## config.mk

```make
export PLATFORM = sky130hd
export DESIGN_NAME = gfx_host_bridge_flat
export DESIGN_NICKNAME = d
export VERILOG_FILES = /design/src/rtl/gfx_host_bridge_if.sv /design/src/rtl/gfx_host_bridge.sv /design/src/flat_wrapper.sv
export SDC_FILE = /design/constraint.sdc
export NUM_CORES = 1
export LEC_CHECK = 0
export ABC_CLOCK_PERIOD_IN_PS = 2800
export BUFFER_PORTS_ARGS = -buffer_cell sky130_fd_sc_hd__clkbuf_2
export CAP_MARGIN = 20
export CORE_UTILIZATION = 36
export DETAILED_ROUTE_END_ITERATION = 8
export GPL_ROUTABILITY_DRIVEN = 0
export MAX_ROUTING_LAYER = met4
export PLACE_DENSITY = 0.6
export SETUP_SLACK_MARGIN = 0.02
export SYNTH_ARGS = -nofsm -noshare
export SYNTH_HDL_FRONTEND = slang
export SYNTH_SLANG_ARGS = --single-unit
```

## constraint.sdc

```tcl
create_clock -name clk -period 2.8 [get_ports clk]
set_clock_uncertainty 0.2 [all_clocks]
set_input_delay 0 -clock clk [delete_from_list [all_inputs] [get_ports clk]]
set_output_delay 0 -clock clk [all_outputs]
set_load 0.01 [all_outputs]
```

## src/rtl/gfx_host_bridge_if.sv

```systemverilog
// gfx_host_bridge_if: request/response handshake and adapter register-bus
// signals for gfx_host_bridge.
//   slave  : the bridge side (accepts requests, drives the adapter bus).
//   master : the requester/adapter side (offers requests, supplies data_i).
interface gfx_host_bridge_if;
  // request / response
  logic       req_valid;
  logic       req_ready;
  logic       req_write;
  logic [3:0] req_rs;
  logic [7:0] req_wdata;
  logic       rsp_valid;
  logic [7:0] rsp_rdata;
  logic       busy;
  // adapter bus
  logic       bus_clk;
  logic       cs_n;
  logic [3:0] rs;
  logic       wren_n;
  logic [7:0] data_o;
  logic       data_oe;
  logic [7:0] data_i;

  modport slave (
    input  req_valid, req_write, req_rs, req_wdata, data_i,
    output req_ready, rsp_valid, rsp_rdata, busy,
           bus_clk, cs_n, rs, wren_n, data_o, data_oe
  );

  modport master (
    output req_valid, req_write, req_rs, req_wdata, data_i,
    input  req_ready, rsp_valid, rsp_rdata, busy,
           bus_clk, cs_n, rs, wren_n, data_o, data_oe
  );
endinterface

```

## src/rtl/gfx_host_bridge.sv

```systemverilog
// gfx_host_bridge: host-side initiator for the graphics adapter register port.
// Queues register read/write requests in a small FIFO and turns each into one
// bus_clk period on the adapter bus (low phase: address/control, high phase:
// adapter latches or drives data). Read data is returned on a one-clk strobe.
// Ports:
//   clk, rst : system clock, synchronous active-high reset
//   bus      : gfx_host_bridge_if.slave (req_*, rsp_*, busy, adapter bus)
module gfx_host_bridge #(
  parameter int HALF_PERIOD = 25,  // clk cycles per bus_clk phase (>=2)
  parameter int FIFO_DEPTH  = 4    // power of two, >=2
) (
  input  logic             clk,
  input  logic             rst,
  gfx_host_bridge_if.slave bus
);
  localparam int AW = $clog2(FIFO_DEPTH);
  localparam int CW = $clog2(HALF_PERIOD);

  typedef struct packed {
    logic       write;
    logic [3:0] rs;
    logic [7:0] wdata;
  } req_t;

  typedef enum logic [1:0] {IDLE, LOW, HIGH} state_t;

  state_t          state, state_nx;
  logic [CW-1:0]   cnt;
  logic            wrap, fall, rise;
  req_t            mem [FIFO_DEPTH];
  logic [AW-1:0]   wr_ptr, rd_ptr;
  logic [AW:0]     count, count_pushed;
  logic            push, pop, empty;
  req_t            head;

  assign wrap  = (cnt == CW'(HALF_PERIOD - 1));
  assign fall  = wrap && bus.bus_clk;   // launch point
  assign rise  = wrap && !bus.bus_clk;
  assign empty = (count == '0);
  assign push  = bus.req_valid && bus.req_ready;
  assign pop   = fall && !empty;
  assign head  = mem[rd_ptr];
  assign bus.busy = !empty || !bus.cs_n;

  // Ready ignores a same-clk pop, so space freed by a pop only shows up one
  // clk later; it can never admit a push into a full FIFO.
  assign count_pushed = count + (AW+1)'(push);

  always_ff @(posedge clk) begin
    if (push) mem[wr_ptr] <= '{bus.req_write, bus.req_rs, bus.req_wdata};
  end

  always_ff @(posedge clk) begin
    if (rst) begin
      wr_ptr        <= '0;
      rd_ptr        <= '0;
      count         <= '0;
      bus.req_ready <= 1'b1;
    end else begin
      if (push) wr_ptr <= wr_ptr + 1'b1;
      if (pop)  rd_ptr <= rd_ptr + 1'b1;
      count         <= count + (AW+1)'(push) - (AW+1)'(pop);
      bus.req_ready <= (count_pushed < (AW+1)'(FIFO_DEPTH));
    end
  end

  always_ff @(posedge clk) begin
    if (rst) state <= IDLE;
    else     state <= state_nx;
  end

  always_comb begin
    state_nx = state;
    case (state)
      IDLE:    if (fall && !empty) state_nx = LOW;
      LOW:     if (rise) state_nx = HIGH;
      HIGH:    if (fall) state_nx = empty ? IDLE : LOW;
      default: state_nx = IDLE;
    endcase
  end

  // Bus clock and bus outputs; outputs only move at the launch point.
  always_ff @(posedge clk) begin
    if (rst) begin
      cnt           <= '0;
      bus.bus_clk   <= 1'b0;
      bus.cs_n      <= 1'b1;
      bus.rs        <= '0;
      bus.wren_n    <= 1'b1;
      bus.data_o    <= '0;
      bus.data_oe   <= 1'b0;
      bus.rsp_valid <= 1'b0;
      bus.rsp_rdata <= '0;
    end else begin
      bus.rsp_valid <= 1'b0;
      if (wrap) begin
        cnt         <= '0;
        bus.bus_clk <= ~bus.bus_clk;
      end else begin
        cnt <= cnt + 1'b1;
      end
      if (fall) begin
        // last clk of the high phase: the adapter drives read data now
        if (state == HIGH && bus.wren_n) begin
          bus.rsp_valid <= 1'b1;
          bus.rsp_rdata <= bus.data_i;
        end
        if (pop) begin
          bus.cs_n    <= 1'b0;
          bus.rs      <= head.rs;
          bus.wren_n  <= ~head.write;
          bus.data_o  <= head.wdata;
          bus.data_oe <= head.write;
        end else begin
          bus.cs_n    <= 1'b1;
          bus.wren_n  <= 1'b1;
          bus.data_oe <= 1'b0;
        end
      end
    end
  end
endmodule

```

## src/flat_wrapper.sv

```systemverilog
// flat-port wrapper written by rule: the top's interface ports become plain ports
module gfx_host_bridge_flat 
#(
  parameter int HALF_PERIOD = 25,                                       
  parameter int FIFO_DEPTH  = 4                        
)
  (clk, rst, bus_req_valid, bus_req_write, bus_req_rs, bus_req_wdata, bus_data_i, bus_req_ready, bus_rsp_valid, bus_rsp_rdata, bus_busy, bus_bus_clk, bus_cs_n, bus_rs, bus_wren_n, bus_data_o, bus_data_oe);
  gfx_host_bridge_if bus_i ();
  input  logic clk;
  input  logic rst;
  input wire logic [$bits(bus_i.req_valid)-1:0] bus_req_valid;
  input wire logic [$bits(bus_i.req_write)-1:0] bus_req_write;
  input wire logic [$bits(bus_i.req_rs)-1:0] bus_req_rs;
  input wire logic [$bits(bus_i.req_wdata)-1:0] bus_req_wdata;
  input wire logic [$bits(bus_i.data_i)-1:0] bus_data_i;
  output wire logic [$bits(bus_i.req_ready)-1:0] bus_req_ready;
  output wire logic [$bits(bus_i.rsp_valid)-1:0] bus_rsp_valid;
  output wire logic [$bits(bus_i.rsp_rdata)-1:0] bus_rsp_rdata;
  output wire logic [$bits(bus_i.busy)-1:0] bus_busy;
  output wire logic [$bits(bus_i.bus_clk)-1:0] bus_bus_clk;
  output wire logic [$bits(bus_i.cs_n)-1:0] bus_cs_n;
  output wire logic [$bits(bus_i.rs)-1:0] bus_rs;
  output wire logic [$bits(bus_i.wren_n)-1:0] bus_wren_n;
  output wire logic [$bits(bus_i.data_o)-1:0] bus_data_o;
  output wire logic [$bits(bus_i.data_oe)-1:0] bus_data_oe;
  assign bus_i.req_valid = bus_req_valid;
  assign bus_i.req_write = bus_req_write;
  assign bus_i.req_rs = bus_req_rs;
  assign bus_i.req_wdata = bus_req_wdata;
  assign bus_i.data_i = bus_data_i;
  assign bus_req_ready = bus_i.req_ready;
  assign bus_rsp_valid = bus_i.rsp_valid;
  assign bus_rsp_rdata = bus_i.rsp_rdata;
  assign bus_busy = bus_i.busy;
  assign bus_bus_clk = bus_i.bus_clk;
  assign bus_cs_n = bus_i.cs_n;
  assign bus_rs = bus_i.rs;
  assign bus_wren_n = bus_i.wren_n;
  assign bus_data_o = bus_i.data_o;
  assign bus_data_oe = bus_i.data_oe;
  gfx_host_bridge #(.HALF_PERIOD(HALF_PERIOD), .FIFO_DEPTH(FIFO_DEPTH)) u_core (.clk(clk), .rst(rst), .bus(bus_i));
endmodule
```

* After elaboration in Yosys (flattened, before gate mapping) *
Memory sizes are Yosys's and may differ from the RTL's. A register that Yosys moved wholly into a read port is not among the register bits.
Cells that the tools add are included.

word-level totals
  flip-flop bits (word level) = 40
  RAM bits = 52
  input bits = 24
  word-level logic and storage cells = 59
  memories = 1

memories
  name        depth  width  read ports  clocked after Yosys merged registers in  wr ports  line                   RTL
  u_core.mem  4      13     1           1                                        1         gfx_host_bridge.sv:30  req_t mem [FIFO_DEPTH];

cells by class
  add/sub/neg operators = 5
  magnitude comparators = 1
  equality and inequality tests = 6
  multiplexer cells = 13
  bitwise gates (word level) = 3
  reduce and logical (&&, ||, !) cells = 16

operators with widths
  operator               count
  $mux W2                5
  $mux W1                7
  $ne A2 B1 Y1 const B   3
  $pmux W2 S3            1
  $add A5 B1 Y5 const B  1
  $eq A5 B5 Y1 const B   1
  $logic_and A1 B1 Y1    5
  $add A2 B1 Y2 const B  2
  $reduce_and A2 Y1      2
  $reduce_or A2 Y1       2
  $add A3 B1 Y3          1
  $logic_not A1 Y1       3
  $logic_not A3 Y1       1
  $lt A3 B3 Y1 const B   1
  $not A1 Y1             3
  $reduce_and A3 Y1      1
  $sub A3 B1 Y3          1
  $eq A2 B1 Y1 const B   1
  $eq A2 B2 Y1 const B   1
  $logic_not A2 Y1       1
  $logic_or A1 B1 Y1     1

* Longest topological paths before layout *
  depth after elaboration = 5
  depth in mapped cells = 8
  mapped depth without buffers = 8

* Worst setup path before layout *
OpenSTA, ideal clock, no wires.

  path kind = reg2reg
  from = register u_core.bus.bus_clk
  to = register u_core.count[2]
  setup time = 0.128 ns
  data arrival time = 1.414 ns
  data required time = 2.472 ns
  path slack = 1.059 ns
  cell stages (with the launch flop) = 8
  path buffers = 1
  period minus slack after synthesis = 1.741 ns
  cell sequence = dfxtp_1 > buf_2 > inv_2 > nor3_2 > ha_1 > ha_1 > xnor2_1 > nor2_1

between the ends
  cells in the longest elaborated chain, start to end = 3

ends and longest elaborated chain
  element                 line                      RTL
  start, declared         gfx_host_bridge_if.sv:27  bus_clk, cs_n, rs, wren_n, data_o, data_oe
  start signal, assigned  gfx_host_bridge.sv:98     bus.bus_clk <= ~bus.bus_clk;
  $logic_and A1 B1 Y1     gfx_host_bridge.sv:37     assign fall = wrap && bus.bus_clk;
  $logic_and A1 B1 Y1     gfx_host_bridge.sv:41     assign pop = fall && !empty;
  $sub A3 B1 Y3           gfx_host_bridge.sv:62     count <= count + (AW+1)'(push) - (AW+1)'(pop);
  end signal, assigned    gfx_host_bridge.sv:62
  end, declared           gfx_host_bridge.sv:32     logic [AW:0] count, count_pushed;

Every way passes these cells.
A chain may end at the register's enable or synchronous reset.

* Worst setup path in the final report *
  from = register u_core.cnt[0]
  to = register u_core.count[2]

between the ends
  cells in the longest elaborated chain, start to end = 4

ends and longest elaborated chain
  element                 line                    RTL
  start, declared         gfx_host_bridge.sv:28   logic [CW-1:0] cnt;
  start signal, assigned  gfx_host_bridge.sv:100  cnt <= cnt + 1'b1;
  $eq A5 B5 Y1            gfx_host_bridge.sv:36   assign wrap = (cnt == CW'(HALF_PERIOD - 1));
  $logic_and A1 B1 Y1     gfx_host_bridge.sv:37
  $logic_and A1 B1 Y1     gfx_host_bridge.sv:41
  $sub A3 B1 Y3           gfx_host_bridge.sv:62

Every way passes these cells.

==> results.md <==
- Number of buffers added on ports: 50
- Critical-path cell with the highest stage delay: sky130_fd_sc_hd__nor3_2
- Buffer type at the clock tree root: sky130_fd_sc_hd__clkbuf_8
- Status: complete, no violations
- Number of hold-repair buffers added at the cts stage: 24
- Startpoint type of the worst setup path: flip-flop
- Post-DP Area: 4060 µm²
- Post-layout min period: 2.10 ns
- Clock latency on the worst-skew pair: 0.36 ns
- Starting density of the core: 0.376
- Register-to-register path setup slack: 0.70 ns
- Vertical die dimension: 103 µm
- Leading cell type by number of instances after synthesis: sky130_fd_sc_hd__edfxtp_1
- Leading post-synthesis cells by cell area: sky130_fd_sc_hd__edfxtp_1 42%, sky130_fd_sc_hd__dfxtp_1 23%, sky130_fd_sc_hd__mux4_2 7.9%
- Post-Route WL: 7.14 mm
- Rows: 36
- Number of warning messages in the yosys log: 0
- TritonCTS sink count: 94
- Post-detailed-route count of antenna-violating nets: 0
- CTS tree: done
- Number of nets at the end of the flow: 371
- Initial antenna violation count: 0
- Remaining DRCs: 0
- Clk pin slew, worst setup/hold paths: 0.10 ns
- Post-synth EDFFs: 52
- Leakage: 1.66 nW
- Number of I/O pins: 51
- Antenna cells: 0
- Biggest area consumer among synthesized cells: sky130_fd_sc_hd__edfxtp_1
- Highest ir drop seen on vdd: 0.278 mV
- Data required time of the worst path: 2.84 ns
- Std-Cell Core Area: 9860 µm²
- Unrepaired setup endpoints after global routing: false
- Synth Net Count: 298
- Area of all placed cells without fillers: 4480 µm²
- Category of the critical setup timing path: reg2reg
- Endpoint of the worst hold-timing path: u_core.mem[3][4]$_DFFE_PP_
- Final Hold Viols: 0
- Setup Fix Bufs, Post-CTS: 0
- Non-filler cells in the finished layout: 475
- Number of stages on the worst hold path: 2
- Pin count of the biggest net entering global routing: 28
- Share of the synthesized area in the top cell type: 0.421
- Arrival time of data at the critical path endpoint: 2.14 ns
- Async SR Flop Fraction: 0
- Flip-flop and latch count after synthesis: 94
- Vias in the first global route: 2272
- Ratio of cells with drive above 1 in the final layout: 0.269
- Worst reg-to-reg path cell count: 8
- Total global routing overflow: 0
- Tcrit/Tclk final: 0.751
- Die area: 10700 µm²
- Register area share after synthesis: 0.648
- Largest driver fanout on the critical path: 20
- Commonest cells in the synthesized netlist: 52 x sky130_fd_sc_hd__edfxtp_1, 42 x sky130_fd_sc_hd__dfxtp_1, 24 x sky130_fd_sc_hd__nand2_1
- Horizontal die dimension: 103 µm
- Number of max-cap violations: 0
- Remaining max-slew budget at the tightest pin: 0.515
- Detailed Routing Iterations Pass 1: 4
- Half-perimeter wire length after detailed placement: 4.51 mm
- Number of buffers added by the clock tree synthesis step: 9
- Number of cells produced by synthesis: 264
- Setup TNS Final: 0 ns
- Vias per std cell: 4.94
- Mean instance size in the synthesized netlist: 14.0 µm²
- Total via count after detailed routing: 2347
- Clk buf depth: 2
- First-pass GRT wire length: 11.2 mm
- Transition time at the pin with the least slew margin: 0.727 ns
- Number of distinct library cell variants in the gate-level netlist after synthesis: 36
- Class of the tightest hold or removal check: in2reg
- H-tree depth: 3
- Crit-path max cell delay: 0.36 ns
- Startpoint of the tightest hold check path: bus_req_wdata[4]
- Capturing element type of the critical path: flip-flop
- Final Max Tran Viols: 0
- Cell breakdown of the critical path: inv_1 -> ha_1 -> nand4b_4 -> nor3_2 -> ha_1 -> ha_1 -> xnor2_1 -> nor2_1
- Resize count post-CTS: 0
- Syn Std Cell Area: 3710 µm²
- Library cell appearing most often on the critical path: sky130_fd_sc_hd__ha_1
- Worst flop-to-flop path startpoint: u_core.cnt[0]$_SDFF_PP0_
- Achievable clock frequency: 0.476 GHz
- Total track usage: 0.148
- DR iter-0 viols: 151
- R2r endpoint: u_core.count[2]$_SDFF_PP0_
- Power density normalized to cell area: 564 nW/µm²
- Primary FF master, synth: sky130_fd_sc_hd__edfxtp_1
- Area delta synth->final: 21.0%
- Placed instance count: 435
- Routed wire length per instance: 15.0 µm
- Final count of negative-setup-slack endpoints: 0
## cell type report
type / instances / area [µm²]
multi-input combinational: 144 / 1170
clock buffer: 9 / 124
inverter: 9 / 33.8
clock inverter: 7 / 57.6
timing repair buffer: 79 / 528
fill: 879 / 5380
sequential: 94 / 2400
tap: 133 / 166
## placed cells by master, fill, tap and decap left out, types with 4 or more instances in the layout
cell type	n
sky130_fd_sc_hd__inv_1	8
sky130_fd_sc_hd__nand3_1	4
sky130_fd_sc_hd__edfxtp_1	52
sky130_fd_sc_hd__ha_1	10
sky130_fd_sc_hd__a21oi_1	17
sky130_fd_sc_hd__mux4_2	13
sky130_fd_sc_hd__dfxtp_1	42
sky130_fd_sc_hd__o31ai_1	12
sky130_fd_sc_hd__nand2_1	24
sky130_fd_sc_hd__nor2_1	11
sky130_fd_sc_hd__clkbuf_8	9
sky130_fd_sc_hd__dlygate4sd3_1	24
sky130_fd_sc_hd__clkbuf_2	50
sky130_fd_sc_hd__buf_4	5
sky130_fd_sc_hd__and3_1	5
sky130_fd_sc_hd__nand4_1	12
sky130_fd_sc_hd__mux2i_1	8
## state kept, by name, indices dropped and copies added (netlist names), named ones only
name,cells
u_core.count,3
u_core.bus.data_o,8
u_core.bus.rsp_valid,1
u_core.bus.cs_n,1
u_core.bus.rsp_rdata,8
u_core.bus.wren_n,1
u_core.wr_ptr,2
u_core.bus.data_oe,1
u_core.cnt,5
u_core.bus.req_ready,1
u_core.mem,52
u_core.rd_ptr,2
u_core.bus.bus_clk,1
u_core.state,2
u_core.bus.rs,4
## routing by layer
layer  wire length, µm  GRT usage
met1              3140      0.177
met2              3510      0.240
met3               437     0.0444
met4                55     0.0498
met5                 0          -
## through the flow
| stage | util | setup WS, ns | power (W) | hold WS [ns] |
|---|---|---|---|---|
| after floorplan | - | 1.06 | 0.00164 | -0.101 |
| after global placement | 0.412 | 0.743 | 0.00170 | 0.0169 |
| after detailed placement | 0.412 | 0.683 | 0.00171 | 0.0272 |
| after CTS | 0.455 | 0.685 | 0.00257 | 0.180 |
| after global routing | 0.455 | 0.598 | 0.00264 | 0.192 |
| final | 0.455 | 0.698 | 0.00253 | 0.197 |
## logic make-up (layout without fill, tap and decap cells)
| group | after synthesis | after routing | share of synthesized area |
|---|---|---|---|
| flip-flops | 94 | 94 | 0.648 |
| buffers and inverters | 26 | 104 | 0.0358 |
| multiplexers | 23 | 23 | 0.107 |
| adder cells (fa/ha/maj) | 10 | 10 | 0.0337 |
| XOR/XNOR | 6 | 6 | 0.0142 |
| AO/OA/AOI/OAI | 36 | 36 | 0.0608 |
| AND/OR/NAND/NOR | 69 | 69 | 0.101 |
## where the power goes
part | switching, W | internal, W
sequential | 0.0000159 | 0.00150
clock | 0.000493 | 0.000337
combinational | 0.000103 | 0.0000770
## critical path: cells and delay by family, from the launching register on
| family | cells | cell delay (ns) |
|---|---|---|
| AND/OR/NAND/NOR | 3 | 0.70 |
| adder cells (fa/ha/maj) | 3 | 0.56 |
| flip-flops | 1 | 0.34 |
| XOR/XNOR | 1 | 0.11 |
| buffers and inverters | 1 | 0.06 |
## how the worst max path moves through the flow
stage | slack (ns) | to | from | cells past startpoint
after floorplan | 1.06 | u_core.count[2]$_SDFF_PP0_ | u_core.bus.bus_clk$_SDFFE_PP0N_ | 7
after global placement | 0.74 | u_core.count[2]$_SDFF_PP0_ | u_core.cnt[0]$_SDFF_PP0_ | 8
after detailed placement | 0.68 | u_core.count[2]$_SDFF_PP0_ | u_core.cnt[0]$_SDFF_PP0_ | 8
after CTS | 0.68 | u_core.count[2]$_SDFF_PP0_ | u_core.cnt[0]$_SDFF_PP0_ | 8
after global routing | 0.60 | u_core.count[2]$_SDFF_PP0_ | u_core.cnt[0]$_SDFF_PP0_ | 8
final | 0.70 | u_core.count[2]$_SDFF_PP0_ | u_core.cnt[0]$_SDFF_PP0_ | 8
Power figures use the tool's default switching activity.
